===== config.mk =====
export PLATFORM = sky130hd
export DESIGN_NAME = serial_tx
export DESIGN_NICKNAME = d
export VERILOG_FILES = /design/src/rtl/serial_pkg.sv /design/src/rtl/serial_tx_baud_counter.sv /design/src/rtl/serial_tx.sv
export SDC_FILE = /design/constraint.sdc
export NUM_CORES = 1
export LEC_CHECK = 0
export ABC_AREA = 1
export CORE_UTILIZATION = 47
export CTS_CLUSTER_SIZE = 30
export DETAILED_ROUTE_END_ITERATION = 8
export GPL_ROUTABILITY_DRIVEN = 0
export PLACE_DENSITY = 0.73
export SYNTH_ARGS = -nofsm -noshare
export SYNTH_HDL_FRONTEND = slang
export SYNTH_HIERARCHICAL = 1
export SYNTH_SLANG_ARGS = --single-unit

===== constraint.sdc =====
create_clock -name clk_i -period 1.4 [get_ports clk_i]
set_clock_uncertainty 0.05 [all_clocks]
set_input_delay 0.28 -clock clk_i [delete_from_list [all_inputs] [get_ports clk_i]]
set_output_delay 0.28 -clock clk_i [all_outputs]
set_load 0.02 [all_outputs]

===== src/rtl/serial_pkg.sv =====
// Shared types and constants for the framed serial transmitter.
// Provides the FSM state type, frame bit levels and the bit-counter width helper.
package serial_pkg;

  typedef enum logic [1:0] {
    IDLE  = 2'd0,
    START = 2'd1,
    DATA  = 2'd2,
    STOP  = 2'd3
  } tx_state_e;

  localparam logic START_BIT = 1'b0;
  localparam logic STOP_BIT  = 1'b1;

  function automatic int bit_cnt_w(input int width);
    return $clog2(width + 1);
  endfunction

endpackage


===== src/rtl/serial_tx_baud_counter.sv =====
// Modulus-cycles_per_bit_p counter; tick_o is combinational terminal count, zero latency.
// No backpressure: counts whenever en_i is high, clear_i and reset_i force zero.
module baud_counter #(
  parameter int cycles_per_bit_p = 4
) (
  input  logic clk_i,
  input  logic reset_i,
  input  logic clear_i,
  input  logic en_i,
  output logic tick_o
);

  localparam int CW = (cycles_per_bit_p > 1) ? $clog2(cycles_per_bit_p) : 1;
  localparam logic [CW-1:0] LAST = CW'(cycles_per_bit_p - 1);

  logic [CW-1:0] count_q;

  assign tick_o = (count_q == LAST);

  always_ff @(posedge clk_i) begin
    if (reset_i || clear_i) begin
      count_q <= '0;
    end else if (en_i) begin
      count_q <= tick_o ? '0 : count_q + 1'b1;
    end
  end

endmodule


===== src/rtl/serial_tx.sv =====
// Parallel-in framed serial-out transmitter: start bit, LSB-first data, stop bit.
// serial_o goes low the cycle after accept; ready_o is low for the whole frame and new words are ignored.
module serial_tx
  import serial_pkg::*;
#(
  parameter int width_p          = 8,
  parameter int cycles_per_bit_p = 4
) (
  input  logic               clk_i,
  input  logic               reset_i,
  input  logic               valid_i,
  input  logic [width_p-1:0] data_i,
  output logic               ready_o,
  output logic               serial_o,
  output logic               busy_o,
  output logic               done_o
);

  localparam int BW = bit_cnt_w(width_p);
  localparam logic [BW-1:0] LAST_BIT = BW'(width_p - 1);

  tx_state_e          state_q, state_d;
  logic [width_p-1:0] shift_q, shift_d, shift_nxt;
  logic [BW-1:0]      bit_cnt_q, bit_cnt_d;
  logic               serial_q, serial_d;
  logic               done_q, done_d;
  logic               baud_clr;
  logic               tick;

  baud_counter #(
    .cycles_per_bit_p(cycles_per_bit_p)
  ) u_baud (
    .clk_i  (clk_i),
    .reset_i(reset_i),
    .clear_i(baud_clr),
    .en_i   (state_q != IDLE),
    .tick_o (tick)
  );

  assign ready_o  = (state_q == IDLE);
  assign busy_o   = ~ready_o;
  assign serial_o = serial_q;
  assign done_o   = done_q;

  always_ff @(posedge clk_i) begin
    if (reset_i) begin
      state_q   <= IDLE;
      shift_q   <= '0;
      bit_cnt_q <= '0;
      serial_q  <= STOP_BIT;
      done_q    <= 1'b0;
    end else begin
      state_q   <= state_d;
      shift_q   <= shift_d;
      bit_cnt_q <= bit_cnt_d;
      serial_q  <= serial_d;
      done_q    <= done_d;
    end
  end

  // serial_d carries the level of the state being entered, so the pin only moves on period ends.
  always_comb begin
    state_d   = state_q;
    shift_d   = shift_q;
    bit_cnt_d = bit_cnt_q;
    serial_d  = serial_q;
    done_d    = 1'b0;
    baud_clr  = 1'b0;
    shift_nxt = shift_q >> 1;
    case (state_q)
      IDLE: begin
        if (valid_i) begin
          state_d   = START;
          shift_d   = data_i;
          bit_cnt_d = '0;
          serial_d  = START_BIT;
          baud_clr  = 1'b1;
        end
      end
      START: begin
        if (tick) begin
          state_d  = DATA;
          serial_d = shift_q[0];
        end
      end
      DATA: begin
        if (tick) begin
          shift_d   = shift_nxt;
          bit_cnt_d = bit_cnt_q + 1'b1;
          if (bit_cnt_q == LAST_BIT) begin
            state_d  = STOP;
            serial_d = STOP_BIT;
          end else begin
            serial_d = shift_nxt[0];
          end
        end
      end
      STOP: begin
        if (tick) begin
          state_d  = IDLE;
          serial_d = STOP_BIT;
          done_d   = 1'b1;
        end
      end
      default: state_d = IDLE;
    endcase
  end

endmodule


==> out/qor.txt, run 1 <==
initial drt markers: 14
layout cells sized above 1: 39.9%
worst-path fanout max: 8
Mean Syn Cell Area: 7.27 um2
Synth Warn #: 6
Setup WS post-layout: -38.4 ps
fmax: 695 MHz
Worst Min Path Start: shift_q[5]$_SDFFE_PP0P_
fill count: 168
final wirelength: 2450 um
design area: 0.00146 mm2
Tmin final: 1440 ps
critical path depth in cells: 9
crit share post-route: 103%
via count: 988
startpoint types: register
pwr/cell area: 1960 mW/mm2
flop and latch count out of synthesis: 18
port bufs: 14
Reg2Reg Depth: 9
Die Ht: 49.2 um
Area Overhead vs Synth: 39.2%
Least-Margin Pin Slew: 259 ps
IO Count: 15
max cap viols: 0
buffers and inverters on the worst path: 4
WP data required: 1590 ps
slowest CP cell: dfxtp_2
Core ar.: 0.00202 mm2
# H-tree levels: 1
DRT antenna net count: 0
routed wl met3: 52 um
Avg WL per Cell: 12.2 um
number of global-route vias before repair: 871
crit path from: state_q[0]$_SDFFE_PP0P_
area of the multi-input gates: 683 um2
Syn Inst Count: 144
reg2reg end: bit_cnt_q[2]$_SDFFE_PP0P_
run status: finished, violations left
Initial Util: 51.8%
Die Wd: 49.2 um
Placed Area: 0.00130 mm2
Syn Nets: 162
Total GRT Usage: 19.0%
row count: 16
CP Class: reg2reg
register-to-register setup slack: -40 ps
Critical R2R Launch: state_q[0]$_SDFFE_PP0P_
DRC violations left: 0
Min-Delay Path Class: reg2reg
cts hold-fix bufs: 0
Root Buffer: clkbuf_4
critical path endpoint category: register
via density per instance: 4.94
Leak: 0.000613 uW
CTS sink count: 18
Detailed Routing Iterations Pass 1: 4
library cells used by synthesis: 21
Tot Pwr: 2860 uW
violated checks: setup timing
Overflow after GRT: 0
TNS Setup: -216 ps
HPWL Detailed: 1530 um
fin nets: 193
Met1 Wirelength: 1090 um
max_slew headroom: 82.8%
final core occ: 72.1%
final hold vios: 0
first-pass GRT wire length: 3590 um
die area: 0.00242 mm2
CP arrival: 1630 ps
largest net degree at the start of global routing: 15
initial antenna violation count: 0
worst skew pair latency: 300 ps
cell family with most CP delay: buffers and inverters
CP max stage delay: 350 ps
peak supply drop: 1.39 mV
TritonCTS clock tree: yes
Max Used Layer: met4
post-synthesis cell area: 0.00105 mm2
max-slew violations: 0
Clock transition at path regs: 100 ps
unrepaired setup endpoints after global routing: yes
Setup crit end: bit_cnt_q[2]$_SDFFE_PP0P_
Crit path top cell by count: buf_6
crit-path cells: inv_2, buf_6, ha_4, inv_4, nand2_4, nand3_4, buf_6, nand2_2, a21oi_2
Antenna Cells: 0
Final setup viols: 12
CTS max path bufs: 2
sequential fraction of the synthesis area: 34.4%
metal2 WL: 1270 um
Sequential cell area: 364 um2
TritonCTS buffer count: 3
==> tightest hold or removal path: cells and delay by family (launching register included) <==
kind | cells | cell delay, ps
AO/OA/AOI/OAI | 1 | 40
flip-flops | 1 | 330
AND/OR/NAND/NOR | 1 | 70
==> cells in the final DEF, fill, tap and decap left out, types with 3 or more instances in the layout <==
cell type	count
buf_6	6
clkdlybuf4s50_1	10
ha_4	3
nand2_2	13
a21oi_1	5
nand2_1	41
a21oi_2	11
dfxtp_2	3
nor2_1	10
nand3_1	6
inv_1	9
dfxtp_1	15
nor2_2	3
clkbuf_4	3
buf_4	11
==> metal layers <==
metal | GRT usage [%] | vias up
met5 | 0 | -
met4 | 5.88 | 0
met3 | 3.74 | 4
met2 | 30.8 | 14
met1 | 25.1 | 461
li1 | - | 509
==> flip-flops by register name, indices dropped and copies added, names as in the netlist <==
| register | flops |
|---|---|
| bit_cnt_q | 4 |
| done_o | 1 |
| serial_o | 1 |
| shift_q | 8 |
| state_q | 2 |
| u_baud/count_q | 2 |
==> cell type report <==
class | count | area share, %
multi-input combinational | 107 | 46.9
sequential | 18 | 25.0
timing repair buffer | 30 | 19.7
inverter | 15 | 4.55
tap | 27 | 2.32
clock buffer | 3 | 1.55
==> through the flow <==
| stage | hold slack [ps] | setup slack (ps) | std cells |
|---|---|---|---|
| finish | 423 | -38.4 | 200 |
| global route | 441 | -95.7 | 200 |
| CTS | 427 | -5.01 | 198 |
| detailed placement | 414 | -158 | 194 |
| global placement | 409 | -137 | 194 |
| floorplan | 292 | 9.45 | 144 |
==> report_power, final <==
| part | total [uW] | switching (uW) | internal (uW) |
|---|---|---|---|
| clock | 268 | 168 | 100 |
| sequential | 786 | 108 | 678 |
| combinational | 1800 | 985 | 816 |
==> kinds of logic after synthesis <==
kind of cell | after synthesis | synth area share (%)
and+or+nand+nor | 82 | 36.1
DFF | 18 | 34.4
AOI/OAI and AO/OA | 18 | 12.2
buffers and inverters | 19 | 8.96
adders and majority gates | 7 | 8.36
==> cells in the mapped netlist <==
master    count  area [um2]
dfxtp_1      18         360
buf_2         2        10.0
buf_4         1        7.51
nor3b_1       1        7.51
ha_1          7        87.6
o21ai_0       1        5.00
clkinv_1      1        3.75
nor2_1       13        48.8
inv_2         3        11.3
nor2_2        1        6.26
nand3_4       1        17.5
nand2_2      12        75.1
a21oi_1       6        30.0
o21ai_1       1        5.00
nor2_4        1        11.3
nand3_1       8        40.0
buf_12        1        20.0
nand2_1      44         165
nand4_1       1        6.26
inv_1        11        41.3
a21oi_2      10        87.6
==> timing repair <==
item | in CTS | in global routing
setup endpoints to repair | 17 | 16
pin swaps | 0 | 10
gates resized for setup | 21 | 25
setup buffers | 1 | 2
==> how the worst min path moves through the flow <==
stage | endpoint | slack (ps) | cells past startpoint
after CTS | shift_q[7]$_SDFFE_PP0P_ | 430 | 2
after global placement | shift_q[6]$_SDFFE_PP0P_ | 410 | 2
after detailed placement | shift_q[7]$_SDFFE_PP0P_ | 410 | 2
after floorplan | shift_q[7]$_SDFFE_PP0P_ | 290 | 1
after global routing | shift_q[7]$_SDFFE_PP0P_ | 440 | 2
final | shift_q[5]$_SDFFE_PP0P_ | 420 | 2
Power figures use the tool's default switching activity.
==> run 2, diff against run 1 <==
--- a/config.mk
+++ b/config.mk
@@ -6,10 +6,12 @@
 export NUM_CORES = 1
 export LEC_CHECK = 0
 export ABC_AREA = 1
+export CORE_MARGIN = 4
 export CORE_UTILIZATION = 47
 export CTS_CLUSTER_SIZE = 30
 export DETAILED_ROUTE_END_ITERATION = 8
 export GPL_ROUTABILITY_DRIVEN = 0
+export GPL_TIMING_DRIVEN = 0
 export PLACE_DENSITY = 0.73
 export SYNTH_ARGS = -nofsm -noshare
 export SYNTH_HDL_FRONTEND = slang
==> run 2 against run 1 <==
Against the previous run: the flow still finishes with violations (setup timing); design area down 8.5%; sequential power is essentially flat; sequential cell count unchanged; die area up 26%; register-to-register slack improved by 50 ps; clock power rose by 23%; utilization shrank 6.8 points; clock-buffer cell count increased by 1; via count fell by 4.4%; non-clock buffer count down 8; critical path type is now reg2out; largest cell class unchanged; largest power group unchanged; highest routed layer unchanged.
==> out/qor.txt, run 2 (synthesis results as in run 1) <==
area of the multi-input gates: 633 um2 (-7.3%)
fill count: 189 (+13%)
layout cells sized above 1: 33.1% (-6.8 points)
TritonCTS buffer count: 3 (unchanged)
violated checks: setup timing
Most flops, register: shift_q
Setup WS post-layout: -5.35 ps (+33.0 ps)
first-pass GRT wire length: 3650 um (+1.6%)
pwr/cell area: 1940 mW/mm2 (-1.1%)
number of global-route vias before repair: 878 (+0.80%)
commonest non-fill, non-tap cell in the layout: nand2_1
slowest CP cell: dfxtp_2
Critical R2R Launch: u_baud/count_q[0]$_SDFFE_PP0P_
NetSw: 1130 uW (-10%)
die area: 0.00305 mm2 (+26%)
fin nets: 185 (-4.1%)
Antenna Cells: 0 (unchanged)
startpoint types: register
# H-tree levels: 1 (unchanged)
Sequential cell area: 363 um2 (-0.34%)
worst-path fanout max: 6 (-2)
CP max stage delay: 360 ps (about the same)
CP arrival: 1080 ps (-550 ps)
TritonCTS clock tree: yes
Tmin final: 1410 ps (-33.0 ps)
Detailed Routing Iterations Pass 1: 4 (unchanged)
cell family with most CP delay: flip-flops
final hold vios: 0 (unchanged)
fmax: 712 MHz (+2.3%)
Die Ht: 55.2 um (+12%)
Die Wd: 55.2 um (+12%)
clock share of power: 12.8% (+3.4 points)
worst skew pair latency: 290 ps (about the same)
CTS sink count: 18 (unchanged)
critical path depth in cells: 4 (-5)
run status: finished, violations left
DRC violations left: 0 (unchanged)
Core ar.: 0.00204 mm2 (+0.99%)
port bufs: 14 (unchanged)
crit-path cells: inv_2, ha_4, inv_4, buf_6
CP Class: reg2out
Gate power share: 56.9% (-6.2 points)
Initial Util: 51.3% (-0.51 points)
unrepaired setup endpoints after global routing: yes
Largest register FFs: 8 (unchanged)
internal power: 1450 uW (-9.1%)
cts hold-fix bufs: 0 (unchanged)
Clock transition at path regs: 110 ps (about the same)
Final setup viols: 1 (-11)
Non-Filler Instances: 193 (-3.5%)
buffers and inverters on the worst path: 3 (-1)
Reg2Reg Depth: 7 (-2)
largest net degree at the start of global routing: 11 (-4)
Area Overhead vs Synth: 27.4%
WP data required: 1070 ps (-520 ps)
initial drt markers: 27 (+13)
Total GRT Usage: 14.6% (-4.4 points)
row count: 16 (unchanged)
crit share post-route: 100% (-2.4 points)
max-slew violations: 0 (unchanged)
IO Count: 15 (unchanged)
Least-Margin Pin Slew: 290 ps (+31.7 ps)
Placed Area: 0.00123 mm2 (-5.6%)
reg2reg end: shift_q[7]$_SDFFE_PP0P_
register-to-register setup slack: 10 ps (+50 ps)
max_slew headroom: 80.5% (-2.2 points)
Root Buffer: clkbuf_4
final hold slack: 428 ps (+4.90 ps)
pre-CTS setup slack: -308 ps (-150 ps)
Leak: 0.000566 uW (-7.6%)
Largest regs: shift_q (8), bit_cnt_q (4)
max cap viols: 0 (unchanged)
Sw Share: 43.9% (-0.28 points)
final wirelength: 2240 um (-8.5%)
most frequent cells in the layout: 44 x nand2_1, 16 x dfxtp_1, 11 x nand2_2
Reg power frac: 30.3% (+2.8 points)
Placed Cells: 185 (-4.6%)
via count: 945 (-4.4%)
Min-Delay Path Class: reg2reg
DRT antenna net count: 0 (unchanged)
critical path endpoint category: primary output
Overflow after GRT: 0 (unchanged)
HPWL Detailed: 1500 um (-2.1%)
final core occ: 65.3% (-6.8 points)
crit path from: state_q[0]$_SDFFE_PP0P_
Avg WL per Cell: 11.6 um (-5.2%)
design area: 0.00133 mm2 (-8.5%)
Setup crit end: busy_o
peak supply drop: 1.37 mV (-1.5%)
via density per instance: 4.90 (-0.88%)
CTS max path bufs: 2 (unchanged)
initial antenna violation count: 0 (unchanged)
[run 2: cell types whose count changed in the layout (fill, tap and decap cells not counted), sizes merged]
cell    previous run  this run
buf               18        10
clkbuf             3         4
[run 2: power groups by stage]
stage / Clock [uW] / Sequential (uW) / Combinational [uW]
2_1_floorplan: 0 / 789 / 985
3_3_place_gp: 0 / 785 / 1260
3_5_place_dp: 0 / 794 / 1280
4_1_cts: 333 / 779 / 1370
5_1_grt: 353 / 799 / 1630
6_report: 330 / 783 / 1470
[run 2: metal layers]
metal	wire, um	vias to the layer above	global-route usage [%]
met5	0	-	0
met4	14	0	6.60
met3	113	2	2.56
met2	1080	25	24.7
met1	1030	423	17.9
li1	-	495	-
[run 2: worst min path at each step]
| stage | to | depth (start not counted) | start |
|---|---|---|---|
| after detailed placement | shift_q[1]$_SDFFE_PP0P_ | 2 | shift_q[1]$_SDFFE_PP0P_ |
| after CTS | shift_q[4]$_SDFFE_PP0P_ | 2 | shift_q[4]$_SDFFE_PP0P_ |
| after floorplan | shift_q[7]$_SDFFE_PP0P_ | 1 | reset_i |
| final | shift_q[7]$_SDFFE_PP0P_ | 2 | shift_q[7]$_SDFFE_PP0P_ |
| after global routing | shift_q[4]$_SDFFE_PP0P_ | 2 | shift_q[4]$_SDFFE_PP0P_ |
| after global placement | shift_q[3]$_SDFFE_PP0P_ | 2 | shift_q[3]$_SDFFE_PP0P_ |
[run 2: area by class of cell]
class | instances | share of cell area [%]
Timing Repair Buffer | 18 | 12.5
Multi-Input combinational cell | 107 | 47.5
Sequential cell | 18 | 27.2
Tap cell | 27 | 2.53
Inverter | 15 | 4.60
Clock buffer | 4 | 2.72
Buffer | 4 | 3.00
[run 2: worst min-delay path, delay by kind of cell (launching register included)]
family	cells	cell delay [ps]
simple gates	1	70
compound gates	1	50
flops	1	320
[run 2: through the flow]
step           total power [uW]  setup TNS (ps)
6_report                   2580           -5.35
5_1_grt                    2780            -517
4_1_cts                    2480           -6.96
3_5_place_dp               2080           -2200
3_3_place_gp               2040           -1970
2_1_floorplan              1770               0
[run 2: timing repair]
action                                 in CTS  in global routing
setup endpoints to repair                  18                 16
setup buffers                               2                  2
pin swaps                                   1                  1
resized for setup                          21                  8
endpoints found under the hold margin       0                  0
==> run 3, diff against run 2 <==
--- a/config.mk
+++ b/config.mk
@@ -7,12 +7,12 @@
 export LEC_CHECK = 0
 export ABC_AREA = 1
 export CORE_MARGIN = 4
-export CORE_UTILIZATION = 47
+export CORE_UTILIZATION = 56
 export CTS_CLUSTER_SIZE = 30
 export DETAILED_ROUTE_END_ITERATION = 8
 export GPL_ROUTABILITY_DRIVEN = 0
 export GPL_TIMING_DRIVEN = 0
-export PLACE_DENSITY = 0.73
+export PLACE_DENSITY = 0.82
 export SYNTH_ARGS = -nofsm -noshare
 export SYNTH_HDL_FRONTEND = slang
 export SYNTH_HIERARCHICAL = 1
==> constraint.sdc (replaced) <==
create_clock -name clk_i -period 1.7 [get_ports clk_i]
set_clock_uncertainty 0.05 [all_clocks]
set_input_delay 0.34 -clock clk_i [delete_from_list [all_inputs] [get_ports clk_i]]
set_output_delay 0.34 -clock clk_i [all_outputs]
set_load 0.02 [all_outputs]
==> run 3 against run 2 <==
Against the previous run: the flow now finishes without violations; utilization rose by 6.4 points; sequential cell count did not move; combinational power fell by 31%; register-to-register slack improved by 250 ps; critical endpoint is now serial_o; power fell by 25%; clock-buffer cell count did not move; sequential power fell by 16%; die area fell by 14%; critical path depth fell by 3; largest power group unchanged; global-route usage rose by 2.5 points; hold slack got worse by 3.5 ps; sequential share of layout area rose by 2.0 points.
==> out/qor.txt, run 3 (synthesis results as in run 1) <==
pre-CTS setup slack: -145 ps (+163 ps)
Tmin final: 1640 ps
unrepaired setup endpoints after global routing: no
Detailed Routing Iterations Pass 1: 4 (unchanged)
slowest CP cell: clkdlybuf4s50_1
Largest register FFs: 8 (unchanged)
final hold vios: 0 (unchanged)
number of global-route vias before repair: 794 (-9.6%)
max_slew headroom: 81.4% (+0.87 points)
run status: complete, no violations
port bufs: 14 (unchanged)
cts hold-fix bufs: 0 (unchanged)
Non-Filler Instances: 187 (-3.1%)
initial drt markers: 11 (-59%)
CTS max path bufs: 2 (unchanged)
Reg2Reg Depth: 8 (+1)
Most flops, register: shift_q
fmax: 609 MHz
first-pass GRT wire length: 3350 um (-8.3%)
clock share of power: 14.2% (+1.4 points)
reg2reg end: shift_q[1]$_SDFFE_PP0P_
Die Ht: 51.2 um (-7.2%)
final wirelength: 2000 um (-11%)
final core occ: 71.8% (+6.4 points)
cell family with most CP delay: buffers and inverters
hold path depth: 2 (unchanged)
max-slew violations: 0 (unchanged)
# H-tree levels: 1 (unchanged)
Worst Min Path Start: shift_q[7]$_SDFFE_PP0P_
via count: 908 (-3.9%)
Min-Delay Path Class: reg2reg
Setup WS post-layout: 59.2 ps (+64.6 ps)
NetSw: 852 uW (-25%)
Total GRT Usage: 17.1% (+2.5 points)
startpoint types: register
Sw Share: 43.7% (-0.12 points)
DRC violations left: 0 (unchanged)
Root Buffer: clkbuf_4
Hold Crit Endpoint: shift_q[7]$_SDFFE_PP0P_
register-to-register setup slack: 260 ps (+250 ps)
die area: 0.00263 mm2 (-14%)
worst-path fanout max: 2 (-4)
Antenna Cells: 0 (unchanged)
largest net degree at the start of global routing: 11 (unchanged)
Placed Cells: 183 (-1.1%)
Avg WL per Cell: 10.7 um (-7.8%)
max cap viols: 0 (unchanged)
layout cells sized above 1: 25.3% (-7.8 points)
fill count: 140 (-26%)
Placed Area: 0.00122 mm2 (-0.61%)
TNS Setup: 0 ps (+5.35 ps)
TritonCTS buffer count: 3 (unchanged)
Reg power frac: 33.6% (+3.3 points)
commonest non-fill, non-tap cell in the layout: nand2_1
Area Overhead vs Synth: 19.6%
IO Count: 15 (unchanged)
WP data required: 1310 ps (+240 ps)
design area: 0.00125 mm2 (-6.1%)
worst skew pair latency: 300 ps (about the same)
TritonCTS clock tree: yes
critical path endpoint category: primary output
Core ar.: 0.00175 mm2 (-15%)
Critical R2R Launch: state_q[0]$_SDFFE_PP0P_
Least-Margin Pin Slew: 279 ps (-11.1 ps)
buffers and inverters on the worst path: 1 (-2)
CP Class: reg2out
Initial Util: 60.0% (+8.7 points)
Final setup viols: 0 (-1)
Gate power share: 52.2% (-4.7 points)
HPWL Detailed: 1490 um (-0.29%)
pwr/cell area: 1550 mW/mm2 (-20%)
CP max stage delay: 610 ps (+250 ps)
fin nets: 181 (-2.2%)
CP arrival: 1250 ps (+170 ps)
Die Wd: 51.2 um (-7.2%)
Largest regs: shift_q (8), bit_cnt_q (4)
most frequent cells in the layout: 44 x nand2_1, 16 x dfxtp_1, 13 x nor2_1
Leak: 0.000540 uW (-4.7%)
initial antenna violation count: 0 (unchanged)
via density per instance: 4.86 (-0.83%)
row count: 15 (-1)
internal power: 1100 uW (-24%)
crit-path cells: clkdlybuf4s50_1
peak supply drop: 1.17 mV (-14%)
Clock transition at path regs: 110 ps (about the same)
crit share post-route: 96.5%
DRT antenna net count: 0 (unchanged)
Overflow after GRT: 0 (unchanged)
CTS sink count: 18 (unchanged)
==> run 3: changes by cell type in the layout (fill, tap and decap cells not counted), moves of 2 or more <==
cell | before | now
buf_2 | 1 | 4
buf_4 | 7 | 1
inv_1 | 9 | 11
inv_4 | 2 | 0
nor2_1 | 10 | 13
nor2_2 | 4 | 1
clkdlybuf4s50_1 | 10 | 12
ha_1 | 2 | 6
dlygate4sd2_1 | 2 | 0
ha_2 | 4 | 1
==> run 3: routing by layer <==
| layer | GRT usage (%) | routed length [um] |
|---|---|---|
| met1 | 21.2 | 974 |
| met4 | 9.17 | 46 |
| met3 | 3.50 | 53 |
| met2 | 27.7 | 924 |
| met5 | 0 | 0 |
==> run 3: metrics by stage <==
step / hold slack [ps] / total power, uW
after detailed placement: 408 / 1690
after global routing: 452 / 2100
after global placement: 408 / 1660
final: 425 / 1950
after floorplan: 352 / 1450
after CTS: 426 / 1960
==> run 3: what timing repair did <==
action	4_1_cts	5_1_grt
endpoints found under the setup margin	2	2
buffers inserted	0	0
cloned	0	0
gates resized for setup	9	3
==> run 3: power groups by stage <==
stage | combinational (uW) | clock [uW] | sequential [uW]
6_report | 1020 | 276 | 654
5_1_grt | 1130 | 300 | 672
4_1_cts | 1030 | 281 | 650
3_5_place_dp | 1040 | 0 | 655
3_3_place_gp | 1010 | 0 | 646
2_1_floorplan | 797 | 0 | 650
==> run 3: worst max path at each step <==
| stage | end | from | depth (start not counted) | slack [ps] |
|---|---|---|---|---|
| 3_5_place_dp | busy_o | state_q[0]$_SDFFE_PP0P_ | 4 | -140 |
| 3_3_place_gp | busy_o | state_q[0]$_SDFFE_PP0P_ | 4 | -100 |
| 4_1_cts | busy_o | state_q[0]$_SDFFE_PP0P_ | 4 | 5 |
| 6_report | serial_o | serial_o$_SDFFE_PP1P_ | 1 | 60 |
| 5_1_grt | busy_o | state_q[0]$_SDFFE_PP0P_ | 4 | 3 |
| 2_1_floorplan | bit_cnt_q[2]$_SDFFE_PP0P_ | state_q[0]$_SDFFE_PP0P_ | 8 | 200 |
==> run 3: cell type report <==
cell class / instances / area, um2 / share of cell area, %
Multi-Input combinational cell: 107 / 596 / 47.6
Clock buffer: 4 / 36.3 / 2.90
Inverter: 15 / 56.3 / 4.50
Sequential cell: 18 / 365 / 29.2
Timing Repair Buffer: 14 / 130 / 10.4
Buffer: 4 / 37.5 / 3.00
Tap cell: 25 / 31.3 / 2.50
